`src/rtl/alu_arbiter.sv`:
```
// Round-robin valid/ready arbiter that shares one 8-bit ALU between two
// requesters and returns each result to the requester that issued it.
module alu_arbiter #(
  parameter int unsigned MULT_CYCLES = 2
) (
  input  logic       CLK,
  input  logic       RESET,
  input  logic       REQ0_VALID,
  input  logic [2:0] REQ0_SELECT,
  input  logic [7:0] REQ0_DATA1,
  input  logic [7:0] REQ0_DATA2,
  output logic       REQ0_READY,
  input  logic       REQ1_VALID,
  input  logic [2:0] REQ1_SELECT,
  input  logic [7:0] REQ1_DATA1,
  input  logic [7:0] REQ1_DATA2,
  output logic       REQ1_READY,
  output logic       RSP0_VALID,
  output logic [7:0] RSP0_RESULT,
  output logic       RSP0_ZERO,
  output logic       RSP0_ERR,
  output logic       RSP1_VALID,
  output logic [7:0] RSP1_RESULT,
  output logic       RSP1_ZERO,
  output logic       RSP1_ERR,
  output logic [7:0] ALU_DATA1,
  output logic [7:0] ALU_DATA2,
  output logic [2:0] ALU_SELECT,
  input  logic [7:0] ALU_RESULT,
  input  logic       ALU_ZERO
);

  typedef enum logic [1:0] {
    IDLE,
    EXEC,
    RESP
  } state_t;

  typedef struct packed {
    logic [2:0] sel;
    logic [7:0] d1;
    logic [7:0] d2;
  } op_t;

  localparam logic [3:0] MC_LD = 4'(MULT_CYCLES - 1);

  state_t          state;
  state_t          state_nx;
  logic            last;
  logic            owner;
  logic            gnt;
  logic            fire;
  logic            illegal;
  logic            slow;
  logic [3:0]      cnt;
  op_t             op;
  logic [1:0][7:0] rsp_res;
  logic [1:0]      rsp_zero;
  logic [1:0]      rsp_err;

  // On a tie the port that did not win last time gets the grant.
  always_comb begin
    gnt = 1'b0;
    unique case (1'b1)
      REQ0_VALID && REQ1_VALID:  gnt = ~last;
      REQ1_VALID && !REQ0_VALID: gnt = 1'b1;
      default:                   gnt = 1'b0;
    endcase
  end

  assign op = gnt ? {REQ1_SELECT, REQ1_DATA1, REQ1_DATA2}
                  : {REQ0_SELECT, REQ0_DATA1, REQ0_DATA2};

  assign illegal = op.sel[2] & op.sel[1];
  assign slow    = op.sel[2] & ~op.sel[1];
  assign fire    = (state == IDLE) && (REQ0_VALID || REQ1_VALID) && RESET;

  always_ff @(posedge CLK or negedge RESET) begin
    if (!RESET) state <= IDLE;
    else        state <= state_nx;
  end

  always_comb begin
    state_nx = state;
    unique case (state)
      IDLE: if (fire) state_nx = illegal ? RESP : EXEC;
      EXEC: if (cnt == 4'd0) state_nx = RESP;
      RESP: state_nx = IDLE;
      default: state_nx = IDLE;
    endcase
  end

  always_comb begin
    REQ0_READY = fire && !gnt;
    REQ1_READY = fire && gnt;
    RSP0_VALID = (state == RESP) && !owner;
    RSP1_VALID = (state == RESP) && owner;
  end

  assign RSP0_RESULT = rsp_res[0];
  assign RSP0_ZERO   = rsp_zero[0];
  assign RSP0_ERR    = rsp_err[0];
  assign RSP1_RESULT = rsp_res[1];
  assign RSP1_ZERO   = rsp_zero[1];
  assign RSP1_ERR    = rsp_err[1];

  always_ff @(posedge CLK or negedge RESET) begin
    if (!RESET) begin
      last       <= 1'b1;
      owner      <= 1'b0;
      cnt        <= 4'd0;
      ALU_SELECT <= 3'd0;
      ALU_DATA1  <= 8'h00;
      ALU_DATA2  <= 8'h00;
    end else if (fire) begin
      owner <= gnt;
      last  <= gnt;
      cnt   <= slow ? MC_LD : 4'd0;
      if (!illegal) begin
        ALU_SELECT <= op.sel;
        ALU_DATA1  <= op.d1;
        ALU_DATA2  <= op.d2;
      end
    end else if (state == EXEC && cnt != 4'd0) begin
      cnt <= cnt - 4'd1;
    end
  end

  // Illegal opcodes never touch the ALU; their error response is set here.
  always_ff @(posedge CLK or negedge RESET) begin
    if (!RESET) begin
      rsp_res  <= '0;
      rsp_zero <= 2'b00;
      rsp_err  <= 2'b00;
    end else if (fire && illegal) begin
      rsp_res[gnt]  <= 8'h00;
      rsp_zero[gnt] <= 1'b0;
      rsp_err[gnt]  <= 1'b1;
    end else if (state == EXEC && cnt == 4'd0) begin
      rsp_res[owner]  <= ALU_RESULT;
      rsp_zero[owner] <= ALU_ZERO;
      rsp_err[owner]  <= 1'b0;
    end
  end

endmodule

```
`config.mk`:
```
export PLATFORM = sky130hd
export DESIGN_NAME = alu_arbiter
export DESIGN_NICKNAME = d
export VERILOG_FILES = /design/src/rtl/alu_arbiter.sv
export SDC_FILE = /design/constraint.sdc
export NUM_CORES = 1
export LEC_CHECK = 0
export ABC_AREA = 1
export CORE_ASPECT_RATIO = 0.6
export CORE_UTILIZATION = 42
export CTS_CLUSTER_SIZE = 10
export DETAILED_ROUTE_END_ITERATION = 16
export HOLD_SLACK_MARGIN = 0.03
export MAX_ROUTING_LAYER = met4
export PLACE_DENSITY_LB_ADDON = 0.2
export SYNTH_ARGS = -nofsm -noshare
export SYNTH_HDL_FRONTEND = slang
export SYNTH_SLANG_ARGS = --single-unit
```
`constraint.sdc`:
```
create_clock -name CLK -period 1.8 [get_ports CLK]
set_input_delay 0.36 -clock CLK [delete_from_list [all_inputs] [get_ports CLK]]
set_output_delay 0.36 -clock CLK [all_outputs]
set_load 0.005 [all_outputs]
```
==> flow_metrics.py, run 1 <==
metrics = {
    "setup_path": {
        "crit_family": "buffers and inverters",
        "timing.rr.end": "ALU_DATA2[5]$_DFFE_PN0P_",
        "arrival_ns": 1.34,
        "cp-end-kind": "output port",
        "crit_chain": "clkdlybuf4s50_1, nand2_1, nand2_2, nor2_2, dlygate4sd2_1",
        "critPathMaxStageDelay_ns": 0.47,
        "startpoint_type": "input pin",
        "cp.required_ns": 1.44,
        "path_buf_inv": 2,
        "crit_slowest_cell": "clkdlybuf4s50_1",
        "crit_cells": 5,
        "endpoint": "REQ1_READY",
        "startpoint": "REQ0_VALID",
        "r2r_slack_ns": 0.18,
        "r2r-start": "last$_DFFE_PN1P_",
        "setup.worst_path.class": "input pin to output port",
        "cp_max_fo": 4,
        "rr_worst_depth": 10,
    },
    "flow_run": {
        "drv_cap": 0,
    },
    "timing": {
        "setup_violations": 0,
        "finalHoldViolations": 0,
        "worstMarginPinSlew_ns": 0.449,
        "fmax_mhz": 588,
        "max-slew-margin-rel": 0.700,
        "fin_setup_tns_ns": 0,
        "hold_slack_ns": 0.149,
        "rsz0062_at_grt": "false",
        "final_max_slew_viol_count": 0,
        "skew_ns": 0.00830,
        "layout_min_cycle_time_ns": 1.70,
        "period_share": 0.945,
    },
    "placement": {
        "gp_congestion": 0.767,
        "place_area_um2": 3270,
        "placedCellCount": 398,
        "io_buffer_count": 93,
        "hpwl_um": 4070,
    },
    "synthesis": {
        "yosys_register_bits": 47,
        "synthCells": 228,
        "synthAdderAreaFrac": 0.0116,
        "synth_top_family_by_area": "simple AND/OR/NAND/NOR gates",
        "yosys_warnings": 0,
        "yosys.area_share.simple": 0.245,
        "muxShareOfSynthArea": 0.0791,
        "ys_types": 26,
        "mappedNetlistNets": 281,
        "synth_area_um2": 2150,
        "synth-xor-area-share": 0,
        "synth_area_per_cell_um2": 9.44,
        "ys_seq_area_frac": 0.547,
        "synth_compound_area_frac": 0.0645,
    },
    "global_routing": {
        "grt_max_degree": 38,
        "grt_use_total": 0.229,
        "antenna_found_initial": 0,
        "grt_pass1_wl_um": 9140,
        "grt_pass1_vias": 1948,
        "overflow": 0,
    },
    "finish": {
        "drive_above_1_share": 0.147,
        "num_antenna_cells": 0,
        "fillers": 389,
        "regArea_um2": 1180,
        "instances_no_fill": 410,
        "final_nets": 399,
        "fin_area_um2": 3400,
        "multi_input_area_um2": 873,
        "syn_to_final_growth_pct": 57.8,
    },
    "clock_tree": {
        "tritoncts": "yes",
        "numCtsBuffers": 5,
        "cts_root_buf": "clkbuf_8",
        "cts.path.max_buffers": 2,
        "h-tree-depth": 2,
        "cts_sinks": 47,
        "clk_latency_ns": 0.30,
        "clkTransAtPathRegs_ns": 0.08,
    },
    "routing": {
        "drtIter0Drc": 106,
        "ant_nets": 0,
        "post_drt_wl_per_cell_um": 12.7,
        "viasPerCell": 4.77,
        "wl_um": 5190,
        "remaining_drc_errors": 0,
        "vias": 1955,
        "firstDrtPassIters": 4,
    },
    "worst_hold_path": {
        "min_path_type": "input pin to asynchronous set/reset pin",
    },
    "floorplan": {
        "core_area_um2": 4750,
        "num_rows": 19,
        "dieArea_um2": 5420,
        "io_pins": 94,
        "fp.dieH_um": 57.4,
        "die_w_um": 94.4,
        "initial_core_util": 0.453,
    },
    "pwr": {
        "ir_drop_v": 0.000768,
        "cellLeakagePower_nw": 1.65,
        "power_mw": 4.73,
        "p_per_area_nw_per_um2": 1390,
    },
    "status": {
        "status": "finished, final reports clean",
    },
}
## power by group
part | total, mW | switching [mW] | internal (mW)
Clock | 0.646 | 0.336 | 0.310
Sequential | 1.82 | 0.270 | 1.55
Combinational | 2.26 | 0.966 | 1.30
## through the flow
| step | setup WS (ns) | utilization |
|---|---|---|
| 2_1_floorplan | 0.344 | - |
| 3_3_place_gp | -0.260 | 0.687 |
| 3_5_place_dp | -0.285 | 0.687 |
| 4_1_cts | 0.0116 | 0.713 |
| 5_1_grt | 0.0197 | 0.714 |
| 6_report | 0.0984 | 0.714 |
## layout by cell type, fill, tap and decap left out, types with 2 or more instances in the layout
| cell type | netlist | layout |
|---|---|---|
| nand2_2 | 3 | 4 |
| nor3_1 | 2 | 2 |
| nor2_2 | 1 | 2 |
| mux2i_1 | 17 | 17 |
| nand3_1 | 24 | 24 |
| dfrtp_1 | 46 | 46 |
| buf_4 | 1 | 23 |
| clkbuf_8 | 0 | 6 |
| nor2_1 | 5 | 4 |
| o21ai_0 | 5 | 5 |
| nand2_1 | 72 | 71 |
| nor2_4 | 2 | 2 |
| clkdlybuf4s50_1 | 0 | 87 |
| inv_1 | 10 | 10 |
| o21ai_1 | 17 | 17 |
| inv_2 | 2 | 2 |
| ha_1 | 2 | 2 |
| dlygate4sd2_1 | 0 | 4 |
| a21oi_1 | 4 | 4 |
## state kept, by name, summed over array words and instances (netlist names), 3 cells and up
| signal | count |
|---|---|
| RSP0_RESULT | 8 |
| ALU_DATA2 | 8 |
| cnt | 4 |
| RSP1_RESULT | 8 |
| ALU_SELECT | 3 |
| ALU_DATA1 | 8 |
## cell families after synthesis
kind of cell	after synthesis
AOI/OAI and AO/OA	27
DFF	47
buffers and inverters	21
muxes	17
and+or+nand+nor	114
adders and majority gates	2
## cells in the mapped netlist
cell type,number,area share
nand4_2,1,0.0058
nand3_1,24,0.056
nor2_2,1,0.0029
nor2_1,5,0.0087
o21ai_2,1,0.0041
nand3_2,1,0.0047
nor2_4,2,0.010
buf_4,1,0.0035
o21ai_1,17,0.040
nand2_2,3,0.0087
clkbuf_1,2,0.0035
buf_6,4,0.021
ha_1,2,0.012
o21ai_0,5,0.012
inv_1,10,0.017
clkinv_1,2,0.0035
nor3_2,1,0.0047
dfstp_2,1,0.012
nand2_4,1,0.0052
inv_2,2,0.0035
nand2_1,72,0.13
mux2i_1,17,0.079
a21oi_1,4,0.0093
nor3_1,2,0.0047
nand3_4,1,0.0081
dfrtp_1,46,0.53
## area by class of cell
type                    count  share of cell area
well taps                  63              0.0232
multi-input cells         160               0.257
repair buffers            118               0.329
flip-flops and latches     47               0.347
inverters                  14              0.0166
clock inverters             1             0.00147
clock buffers               7              0.0254
## worst min path at each step
| stage | startpoint | to | slack (ns) | cells after the start |
|---|---|---|---|---|
| 6_report | RESET | ALU_DATA2[3]$_DFFE_PN0P_ | 0.15 | 2 |
| 5_1_grt | RESET | RSP0_RESULT[5]$_DFFE_PN0P_ | 0.20 | 2 |
| 4_1_cts | RESET | ALU_DATA2[5]$_DFFE_PN0P_ | 0.17 | 2 |
| 3_5_place_dp | RESET | state[1]$_DFFE_PN0P_ | 0.35 | 2 |
| 3_3_place_gp | RESET | owner$_DFFE_PN0P_ | 0.36 | 2 |
| 2_1_floorplan | RESET | ALU_DATA1[0]$_DFFE_PN0P_ | 0.06 | 0 |
## repair_timing
action / in CTS / in global routing
endpoints found under the setup margin: 4 / 11
hold buffers: 1 / 0
endpoints found under the hold margin: 9 / 0
pin swaps: 1 / 1
resized for setup: 7 / 4
setup buffers: 3 / 0
## per-layer routing
metal	wire [um]	vias to the layer above	GRT usage
met2	2290	64	0.335
met4	40	0	0.0593
met5	0	-	-
li1	-	981	-
met1	2480	905	0.319
met3	377	5	0.0573
Power figures use the tool's default switching activity.
==> run 2: changes to the inputs <==
Settings changed: SETUP_SLACK_MARGIN set to 0.2.
==> run 2 against run 1 <==
Against the previous run: die area unchanged; routed wire length up 34%; power up 15%; hold slack worse by 0.11 ns; clock skew down 0.0025 ns; sequential share of layout area down 4.2 points; cell area up 14%; highest routed layer unchanged.
==> flow_metrics.py, run 2 (synthesized netlist as in run 1, its figures left out) <==
metrics = {
    "global_routing": {
        "grt_use_met3": 0.0573,
        "overflow": 0,
        "grt_pass1_vias": 2052,
        "met1_usage": 0.353,
        "antenna_found_initial": 0,
        "grt_max_degree": 38,
        "grt_use_total": 0.250,
        "gr-usage-met2": 0.366,
        "grt_pass1_wl_um": 9890,
        "grt-busiest-layer": "met2",
    },
    "setup_path": {
        "crit_slowest_cell": "dfrtp_1",
        "cp.required_ns": 1.44,
        "arrival_ns": 1.30,
        "crit_chain": "nor2_2, nand3_2, nor2_4, buf_2",
        "startpoint": "state[0]$_DFFE_PN0P_",
        "startpoint_type": "flip-flop",
        "setup.worst_path.class": "flip-flop to output port",
        "r2r-start": "last$_DFFE_PN1P_",
        "critPathMaxStageDelay_ns": 0.41,
        "cp_max_fo": 2,
        "cp-end-kind": "output port",
    },
    "finish": {
        "num_antenna_cells": 0,
        "final_nets": 422,
        "drive_above_1_share": 0.303,
        "instances_no_fill": 433,
        "mostFrequentLayoutCells": "clkdlybuf4s50_1, nand2_1, dfrtp_1, buf_4, mux2i_1",
        "final_common_cell": "clkdlybuf4s50_1",
        "syn_to_final_growth_pct": 79.7,
    },
    "timing": {
        "rsz0062_at_grt": "true",
        "final_max_slew_viol_count": 0,
        "setup_violations": 0,
        "finalHoldViolations": 0,
        "fmax_mhz": 602,
        "skew_ns": 0.00580,
        "hold_slack_ns": 0.0420,
        "fin_setup_tns_ns": 0,
        "max-slew-margin-rel": 0.692,
        "worstMarginPinSlew_ns": 0.462,
        "period_share": 0.923,
        "layout_min_cycle_time_ns": 1.66,
    },
    "worst_hold_path": {
        "min_path_type": "input pin to asynchronous set/reset pin",
    },
    "floorplan": {
        "die_w_um": 94.4,
        "num_rows": 19,
        "initial_core_util": 0.453,
        "io_pins": 94,
        "fp.dieH_um": 57.4,
        "dieArea_um2": 5420,
        "core_area_um2": 4750,
    },
    "routing": {
        "firstDrtPassIters": 4,
        "post_drt_wl_per_cell_um": 16.0,
        "ant_nets": 0,
        "remaining_drc_errors": 0,
        "viasPerCell": 5.06,
        "vias": 2191,
        "drtIter0Drc": 107,
        "wl_um": 6930,
    },
    "clock_tree": {
        "ctsHoldBuffers": 0,
        "cts_sinks": 47,
        "cts.path.max_buffers": 2,
        "tritoncts": "yes",
        "numCtsBuffers": 5,
        "clkTransAtPathRegs_ns": 0.09,
        "clk_latency_ns": 0.31,
        "h-tree-depth": 2,
        "cts_root_buf": "clkbuf_8",
    },
    "placement": {
        "hpwl_um": 4070,
        "placedCellCount": 398,
        "io_buffer_count": 93,
        "gp_congestion": 0.767,
    },
    "pwr": {
        "ir_drop_v": 0.000827,
        "cellLeakagePower_nw": 1.88,
        "p_per_area_nw_per_um2": 1400,
    },
    "status": {
        "status": "finished, final reports clean",
    },
    "flow_run": {
        "drv_cap": 0,
    },
}
run 2: area by class of cell:
type / count / area [um2]
Sequential cell: 47 / 1180
Multi-Input combinational cell: 161 / 1080
Tap cell: 63 / 78.8
Clock buffer: 7 / 86.3
Inverter: 14 / 53.8
Timing Repair Buffer: 140 / 1380
Clock inverter: 1 / 5.00
Fill cell: 277 / 887
run 2: stage by stage:
step            util  worst slack (ns)  instance area [um2]  power, mW
2_1_floorplan      -             0.344                 2150       2.77
3_3_place_gp   0.687            -0.260                 3270       4.00
6_report       0.813             0.139                 3870       5.43
5_1_grt        0.813            0.0726                 3870       5.78
4_1_cts        0.759             0.178                 3610       5.01
3_5_place_dp   0.687            -0.285                 3270       4.07
run 2: worst paths after layout:
path | cells after the start | endpoint | slack [ns]
max in group asynchronous | 2 | ALU_DATA2[2]$_DFFE_PN0P_ | 1.30
min | 2 | cnt[2]$_DFFE_PN0P_ | 0.04
min in group CLK | 5 | last$_DFFE_PN1P_ | 0.43
min reg2reg | 1 | cnt[3]$_DFFE_PN0P_ | 0.48
max | 4 | REQ0_READY | 0.14
max reg2reg | 9 | ALU_DATA1[0]$_DFFE_PN0P_ | 0.14
run 2: timing repair:
action	in CTS	in global routing
cloned	1	4
buffers inserted	15	7
resized for setup	43	41
setup endpoints to repair	14	49
pin swaps	15	13
run 2: power breakdown:
part	switching (mW)	total, mW	internal [mW]
Clock	0.359	0.669	0.311
Sequential	0.323	1.87	1.55
Combinational	1.26	2.89	1.63
run 2: per-layer routing:
layer  share of wire  routed length, um  vias up
li1                -                  -     1036
met1            0.44               3050     1071
met2            0.49               3370       73
met3           0.058                399       11
met4           0.017                117        0
met5               0                  0        -
run 2: critical path, delay by kind of cell (launching register included):
kind	cells	cell delay (ns)
AND/OR/NAND/NOR	3	0.47
flip-flops	1	0.41
buffers and inverters	1	0.13
